File: src/rtl/dram_read_arbiter.sv
// Merges the DRAM read-address streams of N_PORT read pipelines into one command channel.
// In-order responses are routed back to the issuing pipeline through a port-tag FIFO.
module dram_read_arbiter #(
  parameter int N_PORT    = 2,
  parameter int GBW       = 32,
  parameter int DBW       = 32,
  parameter int CSIZE     = 4,
  parameter int TAG_DEPTH = 8,
  localparam int PBW      = (N_PORT > 1) ? $clog2(N_PORT) : 1,
  localparam int AW       = $clog2(TAG_DEPTH),
  localparam int CW       = $clog2(TAG_DEPTH + 1)
) (
  input  logic                              i_clk,
  input  logic                              i_rst,
  input  logic [N_PORT-1:0]                 i_ra_rdy,
  output logic [N_PORT-1:0]                 o_ra_ack,
  input  logic [N_PORT-1:0][GBW-1:0]        i_ra_addr,
  output logic                              o_ra_rdy,
  input  logic                              i_ra_ack,
  output logic [GBW-1:0]                    o_ra_addr,
  input  logic                              i_rd_rdy,
  output logic                              o_rd_ack,
  input  logic [CSIZE-1:0][DBW-1:0]         i_rd_data,
  output logic [N_PORT-1:0]                 o_rd_rdy,
  input  logic [N_PORT-1:0]                 i_rd_ack,
  output logic [CSIZE-1:0][DBW-1:0]         o_rd_data,
  output logic                              o_err
);

  logic                 r_raValid;
  logic [GBW-1:0]       r_raAddr;
  logic [PBW-1:0]       r_rrPtr;
  logic [PBW-1:0]       r_tagMem [TAG_DEPTH];
  logic [AW-1:0]        r_wrPtr;
  logic [AW-1:0]        r_rdPtr;
  logic [CW-1:0]        r_count;
  logic                 r_err;

  logic                 w_free;
  logic                 w_found;
  logic [PBW-1:0]       w_winner;
  logic [PBW-1:0]       w_idx;
  logic                 w_grant;
  logic                 w_empty;
  logic [PBW-1:0]       w_head;

  // Round-robin scan starting at r_rrPtr; first requesting port wins.
  always_comb begin
    w_found  = 1'b0;
    w_winner = '0;
    w_idx    = '0;
    for (int k = 0; k < N_PORT; k++) begin
      w_idx = PBW'((int'(r_rrPtr) + k) % N_PORT);
      if (!w_found && i_ra_rdy[w_idx]) begin
        w_found  = 1'b1;
        w_winner = w_idx;
      end
    end
  end

  assign w_free  = !r_raValid || i_ra_ack;
  assign w_grant = w_free && (r_count < CW'(TAG_DEPTH)) && w_found;
  assign w_empty = (r_count == '0);
  assign w_head  = r_tagMem[r_rdPtr];

  always_comb begin
    o_ra_ack = '0;
    if (w_grant) o_ra_ack[w_winner] = 1'b1;
  end

  always_comb begin
    o_rd_rdy = '0;
    if (i_rd_rdy && !w_empty) o_rd_rdy[w_head] = 1'b1;
  end

  assign o_rd_ack  = !w_empty && i_rd_ack[w_head];
  assign o_rd_data = i_rd_data;
  assign o_ra_rdy  = r_raValid;
  assign o_ra_addr = r_raAddr;
  assign o_err     = r_err;

  // Tag storage needs no reset: the pointers and count define what is live.
  always_ff @(posedge i_clk) begin
    if (w_grant) r_tagMem[r_wrPtr] <= w_winner;
  end

  always_ff @(posedge i_clk) begin
    if (i_rst) begin
      r_raValid <= 1'b0;
      r_raAddr  <= '0;
      r_rrPtr   <= '0;
      r_wrPtr   <= '0;
      r_rdPtr   <= '0;
      r_count   <= '0;
      r_err     <= 1'b0;
    end else begin
      if (w_grant) begin
        r_raValid <= 1'b1;
        r_raAddr  <= i_ra_addr[w_winner];
        r_rrPtr   <= PBW'((int'(w_winner) + 1) % N_PORT);
        r_wrPtr   <= r_wrPtr + 1'b1;
      end else if (i_ra_ack) begin
        r_raValid <= 1'b0;
      end
      if (o_rd_ack) r_rdPtr <= r_rdPtr + 1'b1;
      case ({w_grant, o_rd_ack})
        2'b10:   r_count <= r_count + 1'b1;
        2'b01:   r_count <= r_count - 1'b1;
        default: r_count <= r_count;
      endcase
      // A response with nothing outstanding cannot be routed; flag it until reset.
      if (i_rd_rdy && w_empty) r_err <= 1'b1;
    end
  end

endmodule

File: config.mk
export PLATFORM = sky130hd
export DESIGN_NAME = dram_read_arbiter
export DESIGN_NICKNAME = d
export VERILOG_FILES = /design/src/rtl/dram_read_arbiter.sv
export SDC_FILE = /design/constraint.sdc
export NUM_CORES = 1
export LEC_CHECK = 0
export CAP_MARGIN = 25
export CORE_AREA = 8 8 135 137
export CTS_BUF_LIST = sky130_fd_sc_hd__clkbuf_8
export CTS_CLUSTER_DIAMETER = 80
export CTS_CLUSTER_SIZE = 40
export DETAILED_ROUTE_END_ITERATION = 8
export DIE_AREA = 0 0 143 145
export SKIP_CTS_REPAIR_TIMING = 1
export SYNTH_ARGS = -nofsm -noshare
export SYNTH_HDL_FRONTEND = slang
export SYNTH_SLANG_ARGS = --single-unit
File: constraint.sdc
create_clock -name i_clk -period 4.3 [get_ports i_clk]
set_clock_uncertainty 0.1 [all_clocks]
set_input_delay 0.86 -clock i_clk [delete_from_list [all_inputs] [get_ports i_clk]]
set_output_delay 0.86 -clock i_clk [all_outputs]
set_load 0.1 [all_outputs]
==> out/qor.txt <==
fillcell total -> 1750
Syn-to-layout area delta -> 14.38%
total number of vias -> 2526
Final Hold Vio Count -> 0
latest clock arrival within the worst-skew pair -> 0.33 ns
hold path startpoint -> o_err
post-synthesis sequential area ratio -> 35.31%
pwr/cell area -> 635.0 mW/mm^2
DP HPWL -> 7514 um
antenna cells -> 0
cell area after synthesis -> 0.003402 mm^2
FF/Latch Area -> 0.001201 mm^2
startpoint type of the worst setup path -> flop
largest net degree at the start of global routing -> 70
I/O Buffers -> 110
Hold Path Cell Cnt -> 2
fraction of layout cells with a size suffix above 1 -> 6.283%
pre-CTS setup slack -> 0.8186 ns
final net count -> 586
R2R Path End -> r_count[2]
GRT Resource Usage Total -> 9.537%
CTS tree -> yes
H-tree levels -> 2
Site Rows -> 47
Max-Cap Viols -> 0
Leakage Power -> 1.446 nW
area share of the largest cell type after synthesis -> 28.25%
total CTS buffers -> 5
switching part of the total -> 52.52%
Die H -> 145 um
Hold WC Path Type -> reg -> reg
global-route wire length before repair -> 15360 um
DR iter-0 viols -> 123
WL final -> 10030 um
final slew viol count -> 0
post-synth top area cell -> dfxtp_1
Syn Nets -> 613
Avg WL per Cell -> 16.66 um
clock sinks -> 56
RePlAce Congestion -> 0.7010
CP Max Fanout -> 7
kind of critical path -> reg -> out
status -> finished clean
Finished Core Util -> 24.06%
crit end category -> output pin
RSZ-0062 raised after global routing -> false
io pins -> 367
Layout Cells excl Fill -> 602
chip width -> 143 um
Initial Utilization -> 21.04%
GRT Residual Overflow -> 0
worst r2r path cells -> 10
Setup TNS -> 0 ns
vias per cell -> 4.196
min setup slack post-route -> 0.8990 ns
Synth cell types -> 32
Antenna Violating Nets Remaining -> 0
cells after synthesis -> 408
yosys warns -> 0
Clock transition at path regs -> 0.11 ns
Post-route DRC -> 0
period utilisation layout -> 79.09%
Max-slew headroom -> 30.65%
switching power total -> 1.298 mW
r2r setup slk -> 0.98 ns
Crit path arrival time -> 2.44 ns
Pre-antenna DRT Iters -> 4
Synth Area per Inst -> 8.338 um^2
vias in the first global route -> 2707
multi-input logic area -> 0.001166 mm^2
Seq cells post-synth -> 56
hold_ws -> 0.3895 ns
Tightest Pin Transition -> 1.037 ns
maximum clock path buffer count -> 2
WHS Endpoint -> o_err
clock power share -> 13.1%
full die area -> 0.02074 mm^2
fmax -> 294.0 MHz
initial antenna violation count -> 1
Reg power frac -> 30.0%
VDD IR max -> 0.0002707 V
min Tclk post-route -> 3.401 ns
placed insts -> 594
required time worst endpoint -> 3.34 ns
final setup fails -> 0
Root Buffer -> clkbuf_8
Core Region -> 0.01617 mm^2
largest cells by area after synthesis -> dfxtp_1 (28%), buf_4 (28%), a311oi_1 (8.2%), nand2_1 (8.1%), edfxtp_1 (7.1%)
combinational power share -> 56.9%
Int Pwr -> 1.173 mW
-- cell usage in the layout (no fill, tap or decap), drive strengths merged, types with 3 or more instances in the layout --
master	count
clkdlybuf4s50	104
nand2	73
dfxtp	48
nor2	47
a311oi	32
buf	10
edfxtp	8
a21oi	7
ha	5
clkbuf	5
inv	5
xor2	4
nor3	4
mux2i	4
xnor2	3
nor2b	3
o21ai	3
-- worst max-delay path by stage --
stage,to,slack [ns],cells after the start
CTS,o_rd_ack,0.84,4
floorplan,r_count[2],0.39,10
finish,o_rd_ack,0.90,4
detailed placement,r_count[2],0.82,11
global placement,r_count[2],0.97,11
global route,r_count[2],0.73,10
-- final cells by class --
cell class | instances | area share, %
multi-input combinational | 200 | 29.97
timing repair buffer | 114 | 29.26
sequential | 56 | 30.87
inverter | 4 | 0.3859
clock inverter | 3 | 0.6752
clock buffer | 5 | 1.768
tap | 220 | 7.074
-- routing by layer --
metal  wire (um)  vias to the layer above  GRT usage, %  share of wire (%)
li1            -                     1171             -                  -
met1        3926                     1123         10.08                 39
met2        4349                      192         13.75                 43
met3        1441                       36         7.218                 14
met4         248                        4         3.828                2.5
met5          61                        -         2.750               0.61
-- synth_stat cells --
cell	count
inv_2	2
o21bai_1	1
nor4_1	1
nor2b_1	3
a311oi_1	32
edfxtp_1	8
nor3b_1	2
mux2i_1	2
nand2b_1	2
nor4b_1	2
a21oi_1	7
buf_4	128
nand3_1	1
mux2i_2	1
mux4_1	2
clkbuf_1	18
buf_2	2
nand2_1	73
or3_1	1
xnor2_1	3
o21ai_0	2
nor3_1	4
or4_1	1
dfxtp_1	48
nor2_1	47
xor2_1	4
a31o_1	1
a211o_1	1
inv_1	2
o21ai_1	1
mux2i_4	1
ha_1	5
-- kinds of logic after synthesis --
| kind of cell | after synthesis | synth area share (%) |
|---|---|---|
| compound gates | 45 | 10.44 |
| mux | 6 | 3.200 |
| xor+xnor | 7 | 1.802 |
| simple gates | 137 | 16.44 |
| flops | 56 | 35.31 |
| fa+ha+maj | 5 | 1.839 |
| buf+inv | 152 | 30.97 |
-- through the flow --
step,power (mW),instance area [um^2]
after global routing,2.622,3891
after detailed placement,2.168,3796
final,2.471,3891
after floorplan,2.353,3402
after CTS,2.515,3891
after global placement,2.136,3796
-- critical path, stage by stage (launching register included) --
cell	delay, ns
dfxtp_1	0.38
mux4_1	0.61
mux2i_4	0.22
mux2i_2	0.52
buf_4	0.39
-- flip-flops by register name, indices dropped and copies added (netlist names), named ones only --
signal / cells
o_err: 1
o_ra_addr: 32
o_ra_rdy: 1
r_count: 4
r_rdPtr: 3
r_rrPtr: 1
r_tagMem: 8
r_wrPtr: 3
-- power groups by stage --
stage | Clock (mW) | Combinational [mW] | Sequential [mW]
3_5_place_dp | 0 | 1.42 | 0.751
3_3_place_gp | 0 | 1.39 | 0.745
6_report | 0.324 | 1.41 | 0.741
5_1_grt | 0.372 | 1.49 | 0.758
4_1_cts | 0.353 | 1.42 | 0.741
2_1_floorplan | 0 | 1.11 | 1.25
Note: power is estimated with default switching activity, not from simulation.
